### config.mk
export PLATFORM = sky130hd
export DESIGN_NAME = execute_stage_md
export DESIGN_NICKNAME = d
export VERILOG_FILES = /design/src/rtl/execute_stage_md_pkg.sv /design/src/rtl/execute_stage_md_muldiv_iter.sv /design/src/rtl/execute_stage_md.sv
export SDC_FILE = /design/constraint.sdc
export NUM_CORES = 2
export LEC_CHECK = 0
export ABC_AREA = 1
export CAP_MARGIN = 0
export CORE_MARGIN = 2
export CORE_UTILIZATION = 28
export DETAILED_ROUTE_END_ITERATION = 8
export PLACE_DENSITY = 0.53
export SYNTH_ARGS = -nofsm -noshare
export SYNTH_HDL_FRONTEND = slang
export SYNTH_HIERARCHICAL = 1
export SYNTH_SLANG_ARGS = --single-unit
### constraint.sdc
create_clock -name clk -period 6 [get_ports clk]
set_input_delay 1.5 -clock clk [delete_from_list [all_inputs] [get_ports clk]]
set_output_delay 1.5 -clock clk [all_outputs]
set_load 0.01 [all_outputs]
### src/rtl/execute_stage_md_pkg.sv
`default_nettype none
// +----------------------------------------------------------------------------+
// | execute_stage_md_pkg                                                       |
// | Shared encodings for the execute stage and its iterative mul/div unit.     |
// | Rev 1.0                                                                    |
// +----------------------------------------------------------------------------+
package execute_stage_md_pkg;

  // M-extension funct3 encodings
  localparam logic [2:0] c_md_mul    = 3'd0;
  localparam logic [2:0] c_md_mulh   = 3'd1;
  localparam logic [2:0] c_md_mulhsu = 3'd2;
  localparam logic [2:0] c_md_mulhu  = 3'd3;
  localparam logic [2:0] c_md_div    = 3'd4;
  localparam logic [2:0] c_md_divu   = 3'd5;
  localparam logic [2:0] c_md_rem    = 3'd6;
  localparam logic [2:0] c_md_remu   = 3'd7;

  // ALUControl encodings
  localparam logic [2:0] c_alu_add = 3'd0;
  localparam logic [2:0] c_alu_sub = 3'd1;
  localparam logic [2:0] c_alu_and = 3'd2;
  localparam logic [2:0] c_alu_or  = 3'd3;
  localparam logic [2:0] c_alu_xor = 3'd4;
  localparam logic [2:0] c_alu_slt = 3'd5;
  localparam logic [2:0] c_alu_sll = 3'd6;
  localparam logic [2:0] c_alu_srl = 3'd7;

  // Branch funct3 encodings
  localparam logic [2:0] c_br_beq  = 3'd0;
  localparam logic [2:0] c_br_bne  = 3'd1;
  localparam logic [2:0] c_br_blt  = 3'd4;
  localparam logic [2:0] c_br_bge  = 3'd5;
  localparam logic [2:0] c_br_bltu = 3'd6;
  localparam logic [2:0] c_br_bgeu = 3'd7;

  // ResultSrc encodings
  localparam logic [1:0] c_res_alu = 2'd0;
  localparam logic [1:0] c_res_mem = 2'd1;
  localparam logic [1:0] c_res_pc4 = 2'd2;

  typedef enum logic [1:0] {
    S_IDLE = 2'd0,
    S_BUSY = 2'd1,
    S_DONE = 2'd2
  } md_state_t;

endpackage
`default_nettype wire

### src/rtl/execute_stage_md_muldiv_iter.sv
`default_nettype none
// +----------------------------------------------------------------------------+
// | muldiv_iter                                                                |
// | Radix-2 shift-add multiplier / restoring divider on magnitudes + sign fix. |
// | Rev 1.0                                                                    |
// +----------------------------------------------------------------------------+
module muldiv_iter
  import execute_stage_md_pkg::*;
#(
  parameter int XLEN        = 32,
  parameter int MD_LAT_LOG2 = 6
) (
  input  logic            clk,
  input  logic            rst,
  input  logic            i_start,
  input  logic [2:0]      i_funct3,
  input  logic [XLEN-1:0] i_a,
  input  logic [XLEN-1:0] i_b,
  input  logic            i_flush,
  input  logic            i_accept,
  output logic            o_busy,
  output logic            o_done,
  output logic [XLEN-1:0] o_result
);

  localparam logic [MD_LAT_LOG2-1:0] c_last = MD_LAT_LOG2'(XLEN - 1);

  md_state_t              r_state, w_state_nxt;
  logic [MD_LAT_LOG2-1:0] r_cnt;
  logic [XLEN-1:0]        r_hi, r_lo, r_b;
  logic [2:0]             r_f3;
  logic                   r_neg, r_dz;

  logic                   w_sgn_a, w_sgn_b, w_neg_nxt;
  logic [XLEN-1:0]        w_abs_a, w_abs_b;
  logic [XLEN:0]          w_sum, w_shl;
  logic [XLEN-1:0]        w_diff;
  logic                   w_ge;
  logic [2*XLEN-1:0]      w_prod, w_prod_s;
  logic [XLEN-1:0]        w_quo, w_rem;

  // Which operands are treated as two's complement for this funct3
  always_comb begin
    w_sgn_a = 1'b0;
    w_sgn_b = 1'b0;
    case (i_funct3)
      c_md_mul, c_md_mulh, c_md_div, c_md_rem: begin
        w_sgn_a = i_a[XLEN-1];
        w_sgn_b = i_b[XLEN-1];
      end
      c_md_mulhsu: w_sgn_a = i_a[XLEN-1];
      default: ;
    endcase
  end

  assign w_abs_a   = w_sgn_a ? (~i_a + 1'b1) : i_a;
  assign w_abs_b   = w_sgn_b ? (~i_b + 1'b1) : i_b;
  assign w_neg_nxt = (i_funct3 == c_md_rem) ? w_sgn_a : (w_sgn_a ^ w_sgn_b);

  // Multiply step: conditional add into the high half, then shift right
  assign w_sum  = {1'b0, r_hi} + (r_lo[0] ? {1'b0, r_b} : '0);
  // Divide step: shift remainder:quotient left, subtract divisor if it fits
  assign w_shl  = {r_hi, r_lo[XLEN-1]};
  assign w_ge   = (w_shl >= {1'b0, r_b});
  assign w_diff = w_shl[XLEN-1:0] - r_b;

  assign w_prod   = {r_hi, r_lo};
  assign w_prod_s = r_neg ? (~w_prod + 1'b1) : w_prod;
  assign w_quo    = r_dz ? '1 : (r_neg ? (~r_lo + 1'b1) : r_lo);
  assign w_rem    = r_neg ? (~r_hi + 1'b1) : r_hi;

  always_comb begin
    o_result = '0;
    case (r_f3)
      c_md_mul:                           o_result = w_prod_s[XLEN-1:0];
      c_md_mulh, c_md_mulhsu, c_md_mulhu: o_result = w_prod_s[2*XLEN-1:XLEN];
      c_md_div, c_md_divu:                o_result = w_quo;
      default:                            o_result = w_rem;
    endcase
  end

  always_comb begin
    w_state_nxt = r_state;
    case (r_state)
      S_IDLE: if (i_start && !i_flush) w_state_nxt = S_BUSY;
      S_BUSY: begin
        if (i_flush)              w_state_nxt = S_IDLE;
        else if (r_cnt == c_last) w_state_nxt = S_DONE;
      end
      S_DONE: if (i_flush || i_accept) w_state_nxt = S_IDLE;
      default: w_state_nxt = S_IDLE;
    endcase
  end

  always_ff @(posedge clk or posedge rst) begin
    if (rst) begin
      r_state <= S_IDLE;
      r_cnt   <= '0;
      r_hi    <= '0;
      r_lo    <= '0;
      r_b     <= '0;
      r_f3    <= '0;
      r_neg   <= 1'b0;
      r_dz    <= 1'b0;
    end else begin
      r_state <= w_state_nxt;
      if (r_state == S_IDLE && w_state_nxt == S_BUSY) begin
        r_hi  <= '0;
        r_lo  <= w_abs_a;
        r_b   <= w_abs_b;
        r_f3  <= i_funct3;
        r_neg <= w_neg_nxt;
        r_dz  <= ~|i_b;
        r_cnt <= '0;
      end else if (r_state == S_BUSY) begin
        r_cnt <= r_cnt + 1'b1;
        if (r_f3[2]) begin
          r_hi <= w_ge ? w_diff : w_shl[XLEN-1:0];
          r_lo <= {r_lo[XLEN-2:0], w_ge};
        end else begin
          r_hi <= w_sum[XLEN:1];
          r_lo <= {w_sum[0], r_lo[XLEN-1:1]};
        end
      end else begin
        r_cnt <= '0;
      end
    end
  end

  assign o_busy = (r_state == S_BUSY);
  assign o_done = (r_state == S_DONE);

endmodule
`default_nettype wire

### src/rtl/execute_stage_md.sv
`default_nettype none
// +----------------------------------------------------------------------------+
// | execute_stage_md                                                           |
// | Execute stage with ALU, branch resolution, iterative mul/div and E/M reg.  |
// | Rev 1.0                                                                    |
// +----------------------------------------------------------------------------+
module execute_stage_md
  import execute_stage_md_pkg::*;
#(
  parameter int XLEN        = 32,
  parameter int MD_LAT_LOG2 = 6
) (
  input  logic            clk,
  input  logic            rst,
  input  logic [31:0]     InstrE,
  input  logic [XLEN-1:0] RD1_E,
  input  logic [XLEN-1:0] RD2_E,
  input  logic [XLEN-1:0] PCE,
  input  logic [XLEN-1:0] ImmExtE,
  input  logic [XLEN-1:0] PCPlus4E,
  input  logic [4:0]      RdE,
  input  logic            RegWriteE,
  input  logic            MemWriteE,
  input  logic            JumpE,
  input  logic            Jalr,
  input  logic            BranchE,
  input  logic            ALUSrcE,
  input  logic            MulDivE,
  input  logic [2:0]      ALUControlE,
  input  logic [1:0]      ResultSrcE,
  input  logic            StallM,
  input  logic            FlushE,
  output logic            PCSrcE,
  output logic            JalrE,
  output logic [XLEN-1:0] PCTargetE,
  output logic [XLEN-1:0] ALUResultM,
  output logic [XLEN-1:0] WriteDataM,
  output logic [XLEN-1:0] PCPlus4M,
  output logic [31:0]     InstrM,
  output logic [4:0]      RdM,
  output logic            RegWriteM,
  output logic            MemWriteM,
  output logic [1:0]      ResultSrcM,
  output logic            StallE
);

  localparam int SHW = $clog2(XLEN);

  logic [2:0]      w_f3;
  logic [XLEN-1:0] w_srcb, w_alu, w_res, w_pc_target, w_md_result;
  logic            w_take, w_eq, w_lt, w_ltu;
  logic            w_md_busy, w_md_done, w_bubble;

  assign w_f3   = InstrE[14:12];
  assign w_srcb = ALUSrcE ? ImmExtE : RD2_E;

  always_comb begin
    w_alu = '0;
    case (ALUControlE)
      c_alu_add: w_alu = RD1_E + w_srcb;
      c_alu_sub: w_alu = RD1_E - w_srcb;
      c_alu_and: w_alu = RD1_E & w_srcb;
      c_alu_or:  w_alu = RD1_E | w_srcb;
      c_alu_xor: w_alu = RD1_E ^ w_srcb;
      c_alu_slt: w_alu = {{(XLEN-1){1'b0}}, $signed(RD1_E) < $signed(w_srcb)};
      c_alu_sll: w_alu = RD1_E << w_srcb[SHW-1:0];
      default:   w_alu = RD1_E >> w_srcb[SHW-1:0];
    endcase
  end

  // Branch comparison always uses the register operands
  assign w_eq  = (RD1_E == RD2_E);
  assign w_lt  = ($signed(RD1_E) < $signed(RD2_E));
  assign w_ltu = (RD1_E < RD2_E);

  always_comb begin
    w_take = 1'b0;
    case (w_f3)
      c_br_beq:  w_take = w_eq;
      c_br_bne:  w_take = ~w_eq;
      c_br_blt:  w_take = w_lt;
      c_br_bge:  w_take = ~w_lt;
      c_br_bltu: w_take = w_ltu;
      c_br_bgeu: w_take = ~w_ltu;
      default:   w_take = 1'b0;
    endcase
  end

  assign w_pc_target = PCE + ImmExtE;

  muldiv_iter #(
    .XLEN        (XLEN),
    .MD_LAT_LOG2 (MD_LAT_LOG2)
  ) u_muldiv (
    .clk      (clk),
    .rst      (rst),
    .i_start  (MulDivE),
    .i_funct3 (w_f3),
    .i_a      (RD1_E),
    .i_b      (RD2_E),
    .i_flush  (FlushE),
    .i_accept (~StallM),
    .o_busy   (w_md_busy),
    .o_done   (w_md_done),
    .o_result (w_md_result)
  );

  // Stall for the whole IDLE/BUSY span of a mul/div; release once DONE
  assign StallE   = MulDivE & ~FlushE & (w_md_busy | ~w_md_done);
  assign PCSrcE   = ((w_take & BranchE) | JumpE) & ~FlushE & ~StallE;
  assign w_res    = MulDivE ? w_md_result : w_alu;
  assign w_bubble = FlushE | StallE;

  always_ff @(posedge clk or posedge rst) begin
    if (rst) begin
      ALUResultM <= '0;
      WriteDataM <= '0;
      PCPlus4M   <= '0;
      PCTargetE  <= '0;
      InstrM     <= '0;
      RdM        <= '0;
      RegWriteM  <= 1'b0;
      MemWriteM  <= 1'b0;
      ResultSrcM <= '0;
      JalrE      <= 1'b0;
    end else if (StallM) begin
      ALUResultM <= ALUResultM;
    end else if (w_bubble) begin
      ALUResultM <= '0;
      WriteDataM <= '0;
      PCPlus4M   <= '0;
      PCTargetE  <= '0;
      InstrM     <= '0;
      RdM        <= '0;
      RegWriteM  <= 1'b0;
      MemWriteM  <= 1'b0;
      ResultSrcM <= '0;
      JalrE      <= 1'b0;
    end else begin
      ALUResultM <= w_res;
      WriteDataM <= RD2_E;
      PCPlus4M   <= PCPlus4E;
      PCTargetE  <= w_pc_target;
      InstrM     <= InstrE;
      RdM        <= RdE;
      RegWriteM  <= RegWriteE;
      MemWriteM  <= MemWriteE;
      ResultSrcM <= ResultSrcE;
      JalrE      <= Jalr;
    end
  end

endmodule
`default_nettype wire

## Word-level counts from Yosys, hierarchy flattened

Cells that the tools add are included.

- Input port bits: 213
- Memory bits (writable): 0
- Bits in read-only memories: 0
- Output and inout bits: 172
- Bits in latches: 0
- Word-level logic and storage cells: 135
- Bits in registers: 279
- Memories kept: 0

- Equality and inequality tests: 22
- $add $sub $neg: 11
- Bitwise logic cells: 24
- Multiplexer cells: 39
- Shift operators: 2
- $mul: 0
- Magnitude comparators: 4
- Divide/modulo/power cells: 0
- Reductions and logical operators: 15

Operators by type and width:

| cell | number |
|---|---|
| 2-to-1 mux 32 bit | 20 |
| case mux 32 bit (7 select lines) | 1 |
| adder 32 x 1 -> 32 bit, second input constant | 4 |
| NOT 32 bit | 4 |
| < comparator 32 bit | 3 |
| case mux 32 bit (3 select lines) | 1 |
| adder 32 bit | 2 |
| adder 64 x 1 -> 64 bit, second input constant | 1 |
| 2-to-1 mux 64 bit | 1 |
| NOT 64 bit | 1 |
| subtractor 32 bit | 2 |
| adder 32 x 33 -> 33 bit | 1 |
| >= comparator 33 x 32 -> 1 bit | 1 |
| AND 32 bit | 1 |
| == test 32 bit | 1 |
| bitwise OR 32 bit | 1 |
| OR reduction 32 bit | 1 |
| << shifter 32 x 5 -> 32 bit | 1 |
| >> shifter 32 x 5 -> 32 bit | 1 |
| bitwise XOR 32 bit | 1 |
| == test 3 bit, second input constant | 9 |
| == test 3 x 2 -> 1 bit, second input constant | 5 |
| 2-to-1 mux 6 bit | 2 |
| 2-to-1 mux 2 bit | 5 |
| 23 further kinds | 47 |

## Logic depth before layout (Yosys ltp)

- Depth in word-level cells: 7
- Depth in mapped cells: 25
- Depth with buffers taken out: 22

## By module

The synthesis kept the hierarchy.

By module, submodules not included:

| module | area an instance (um^2) | cells an instance | sequential area each (um^2) | times used |
|---|---|---|---|---|
| execute_stage_md | 19555.0 | 3204 | 4254.1 | 1 |
| muldiv_iter | 15344.7 | 2798 | 2727.6 | 1 |

## Least setup slack after synthesis

Ideal clock, no wire load.

- Kind: input to output
- Start: input RD2_E[31]
- End: output PCSrcE
- Arrival: 3.003 ns
- Setup slack: 1.497 ns
- Required time: 4.500 ns
- Stages: 12
- Buffers on the path: 0
- Cells stage by stage: inv_1 -> ha_1 -> nand2_1 -> nor2_1 -> nand4_1 -> nor3b_1 -> nand3_1 -> a21oi_1 -> inv_1 -> nand2_1 -> nand2_1 -> a21oi_1

- Cells in the longest elaborated chain, start to end: 7
- Elaborated cells on any way between the ends: 11
- Those cells by class: order compare: 2; eq/ne: 1; mux: 1; bitwise: 7

RTL lines:

| item | RTL line | text |
|---|---|---|
| start: declaration | execute_stage_md.sv:17 | `input logic [XLEN-1:0] RD2_E,` |
| < comparator 32 bit (tied with other cells) | execute_stage_md.sv:74 | `assign w_ltu = (RD1_E < RD2_E);` |
| NOT 1 bit, on equally long branches | execute_stage_md.sv:84, execute_stage_md.sv:80, execute_stage_md.sv:82 |  |
| case mux 1 bit (6 select lines) (*) | execute_stage_md.sv:78 | `case (w_f3)` |
| AND 1 bit (*) | execute_stage_md.sv:110 | `assign PCSrcE = ((w_take & BranchE) \| JumpE) & ~FlushE & ~StallE;` |
| bitwise OR 1 bit (*) | execute_stage_md.sv:110 |  |
| AND 1 bit (*) (2 in a row) | execute_stage_md.sv:110 |  |
| end: declaration | execute_stage_md.sv:33 | `output logic PCSrcE,` |

Every way passes the cells marked *; elsewhere a longest branch is shown, timed or not.

## Worst setup path after layout

- Start: input RD2_E[15]
- End: output PCSrcE

Same word-level chain as after synthesis.

==> flow_metrics.py <==
metrics = {
    "status": {
        "status": "finished, final reports clean",
    },
    "sta": {
        "fin_hold_ws_ns": 0.461,
        "finalClockSkew_ns": 0.0323,
        "setup_viol": 0,
        "hold_viol": 0,
        "max_freq_mhz": 184,
        "slew_headroom_pct": 29.7,
        "fin_crit_sh_pct": 90.7,
        "tightest_slew_ns": 1.04,
        "rsz0062_at_grt": "no",
        "finalMaxSlewViolations": 0,
        "tns_ns": 0,
        "period_minus_slack_ns": 5.44,
    },
    "worst_setup_path": {
        "worst-path-max-fanout": 2,
        "critical_path_class": "input port to output pin",
        "start_kind": "input port",
        "required_ns": 4.50,
        "arrival_ns": 3.94,
        "rrSetupSlack_ns": 2.43,
        "critPathCaptureType": "output pin",
    },
    "detailed_routing": {
        "dr.pass1.iters": 6,
        "ant_nets": 0,
        "num_vias": 42242,
        "via_per_inst": 5.24,
        "dr.first_iter.drc_count": 4636,
        "drcViolationCount": 0,
        "wl_per_cell_um": 24.0,
        "totalWireLength_mm": 194,
    },
    "global_route": {
        "grt_overflow_total": 0,
        "grt_pass1_vias": 39221,
        "antenna_found_initial": 13,
        "grt_max_degree": 135,
        "gr-max-usage-layer": "met2",
        "grt_pass1_wl_mm": 275,
        "met1_usage_pct": 40.8,
        "track_usage_pct": 29.3,
        "gr-usage-met3_pct": 5.42,
        "grt.met2_usage_pct": 45.0,
    },
    "synthesis": {
        "yosysTopAreaCellShare_pct": 20.4,
        "synth_cell_types": 60,
        "syn-mean-instance-area_um2": 5.81,
        "ys_top_cells_by_area": "nand2_1 20%, dfrtp_1 20%, nand3_1 9.5%",
        "ys.flop_type": "dfrtp_1",
        "synth_nets": 6478,
        "yosysTopAreaCell": "nand2_1",
        "synth_area_um2": 34900,
        "synth_enable_flop_cells": 0,
        "syn_inst": 6002,
        "synth_warnings": 6,
        "synth-seq-cells": 279,
        "async_flop_share_pct": 100,
        "yosysSeqAreaShare_pct": 20.0,
    },
    "floorplanning": {
        "core_um2": 124000,
        "die_h_um": 357,
        "num_rows": 129,
        "dieWidth_um": 357,
        "pin_count": 385,
        "dieArea_um2": 127000,
        "start_util_pct": 28.2,
    },
    "placed_design": {
        "io_buffer_count": 384,
        "place.gp.congestion": 1.02,
        "dp_hpwl_mm": 160,
        "postPlaceCellArea_um2": 41400,
    },
    "clock_tree": {
        "clk_latency_ns": 0.60,
        "cts_setup_buffers": 0,
        "cts_buffers": 36,
        "clk_path_buf_depth": 3,
        "cts_tree": "yes",
        "path_clk_slew_ns": 0.05,
        "htreeDepth": 2,
        "cts.sinks": 279,
        "root_buffer": "clkbuf_16",
    },
    "power_and_ir_drop": {
        "power_frac_seq_pct": 22.2,
        "power_density_nw_per_um2": 303,
        "p_leak_nw": 21.9,
        "clkPwrFrac_pct": 17.9,
        "peakVddDrop_mv": 0.198,
        "intPower_mw": 5.93,
        "switching_share_pct": 54.0,
        "power_frac_comb_pct": 59.8,
        "p_switching_mw": 6.96,
    },
    "finish": {
        "drive_above_1_share_pct": 5.71,
        "seqCellArea_um2": 6990,
        "nFillCells": 14057,
        "multi_input_area_um2": 23800,
        "syn_to_final_growth_pct": 22.0,
        "utilization_pct": 34.4,
        "fin_nets": 6878,
        "fin_area_um2": 42600,
    },
    "job": {
        "drv_cap": 0,
    },
    "min_path": {
        "min_path_type": "flop to flop",
    },
}
## Yosys cell counts (11+ instances only)
cell,count
dfrtp_1,279
nand3_1,661
nand4_1,104
o21ai_1,16
inv_1,833
nand2_1,1893
xor2_1,71
nor2_1,549
nand3b_1,14
nor2_2,14
ha_1,258
buf_4,16
a221oi_1,18
xnor2_1,21
a21oi_1,298
buf_2,50
nor3_1,47
or2_2,48
clkbuf_1,128
o22ai_1,11
nor4_1,12
o211ai_1,35
a22o_1,75
o21ai_0,371
o21bai_1,21
buf_1,12
## flip-flops by register name (all words and copies together) (netlist names)
register          flops
ALUResultM           32
InstrM               32
JalrE                 1
MemWriteM             1
PCPlus4M             32
PCTargetE            32
RdM                   5
RegWriteM             1
ResultSrcM            2
WriteDataM           32
u_muldiv/r_b         32
u_muldiv/r_cnt        6
u_muldiv/r_dz         1
u_muldiv/r_f3         3
u_muldiv/r_hi        32
u_muldiv/r_lo        32
u_muldiv/r_neg        1
u_muldiv/r_state      2
## routing by layer
metal	vias up	share of wire (%)	wire length [µm]
met2	1841	43	83400
met5	-	0.059	114
met4	18	4.0	7800
met3	304	8.1	15800
li1	20254	-	-
met1	19825	45	86700
## final cells by class
cell class,count,share of cell area [%]
inverter,850,7.51
sequential,279,16.4
clock inverter,16,0.408
timing repair buffer,573,12.5
multi-input combinational,4662,56.0
tap,1637,4.81
clock buffer,49,2.40
antenna,1,0.00588
## power by group through the flow
stage / sequential (mW) / clock [mW] / combinational, mW
floorplan: 2.57 / 0 / 4.77
finish: 2.86 / 2.31 / 7.71
CTS: 2.83 / 2.36 / 7.57
detailed placement: 2.86 / 0 / 7.54
global placement: 2.87 / 0 / 7.56
global route: 2.87 / 2.41 / 8.43
## cell usage in the layout, fill, tap and decap left out, types with 7 or more instances in the layout
| master | Yosys | layout |
|---|---|---|
| a21boi_0 | 7 | 7 |
| a21o_1 | 7 | 7 |
| a21oi_1 | 298 | 298 |
| a221oi_1 | 18 | 18 |
| a22o_1 | 75 | 75 |
| a22oi_1 | 8 | 8 |
| a31oi_1 | 8 | 8 |
| and2_1 | 7 | 7 |
| buf_4 | 16 | 186 |
| clkbuf_16 | 0 | 36 |
| clkbuf_8 | 0 | 7 |
| clkdlybuf4s50_1 | 0 | 382 |
| clkinv_1 | 8 | 8 |
| dfrtp_1 | 279 | 276 |
| ha_1 | 258 | 258 |
| inv_1 | 833 | 829 |
| inv_2 | 8 | 10 |
| nand2_1 | 1893 | 1893 |
| nand2_2 | 10 | 10 |
| nand3_1 | 661 | 661 |
| nand3b_1 | 14 | 14 |
| nand4_1 | 104 | 104 |
| nor2_1 | 549 | 543 |
| nor2_2 | 14 | 18 |
| nor3_1 | 47 | 47 |
| nor4_1 | 12 | 12 |
| o211ai_1 | 35 | 35 |
| o21ai_0 | 371 | 371 |
| o21ai_1 | 16 | 16 |
| o21bai_1 | 21 | 21 |
| o221ai_1 | 8 | 8 |
| o22ai_1 | 11 | 11 |
| o31ai_1 | 7 | 7 |
| or2_2 | 48 | 48 |
| xnor2_1 | 21 | 21 |
| xor2_1 | 71 | 71 |
## kinds of logic after synthesis
logic type / share of synthesized area, %
simple gates: 40.8
mux: 0.0287
flops: 20.0
xor+xnor: 2.31
fa+ha+maj: 9.54
buf+inv: 11.9
compound gates: 15.4
## worst max-delay path, cell delays in order
cell and delay (ns):
clkdlybuf4s50_1 0.54, inv_1 0.12, ha_1 0.31, nand2_1 0.08, nor2_2 0.15, nand2_1 0.13
nor4b_4 0.24, buf_4 0.16, nand3_1 0.06, a21oi_1 0.15, inv_1 0.05, nand2_1 0.09
nand2_1 0.05, a21oi_1 0.12, dlymetal6s2s_1 0.17
## through the flow
stage,power [mW],cells,setup slack [ns]
floorplan,7.34,6002,1.50
global placement,10.4,8001,0.104
detailed placement,10.4,8001,0.0637
CTS,12.8,8066,0.0207
global route,13.7,8066,0.325
finish,12.9,8067,0.560
## worst paths after layout
path,startpoint,endpoint,cells past startpoint
max,RD2_E[15],PCSrcE,15
min in group asynchronous,rst,u_muldiv/r_hi[31],2
max in group asynchronous,rst,u_muldiv/r_f3[2],3
max reg2reg,u_muldiv/r_hi[6],u_muldiv/r_hi[21],13
min reg2reg,u_muldiv/r_cnt[0],u_muldiv/r_cnt[0],1
min,u_muldiv/r_cnt[0],u_muldiv/r_cnt[0],1
## repair_timing
action	in CTS	in global routing
hold buffers	0	0
endpoints found under the setup margin	0	1
gates resized for setup	0	4
No activity file was read; power rests on OpenSTA's default activity.
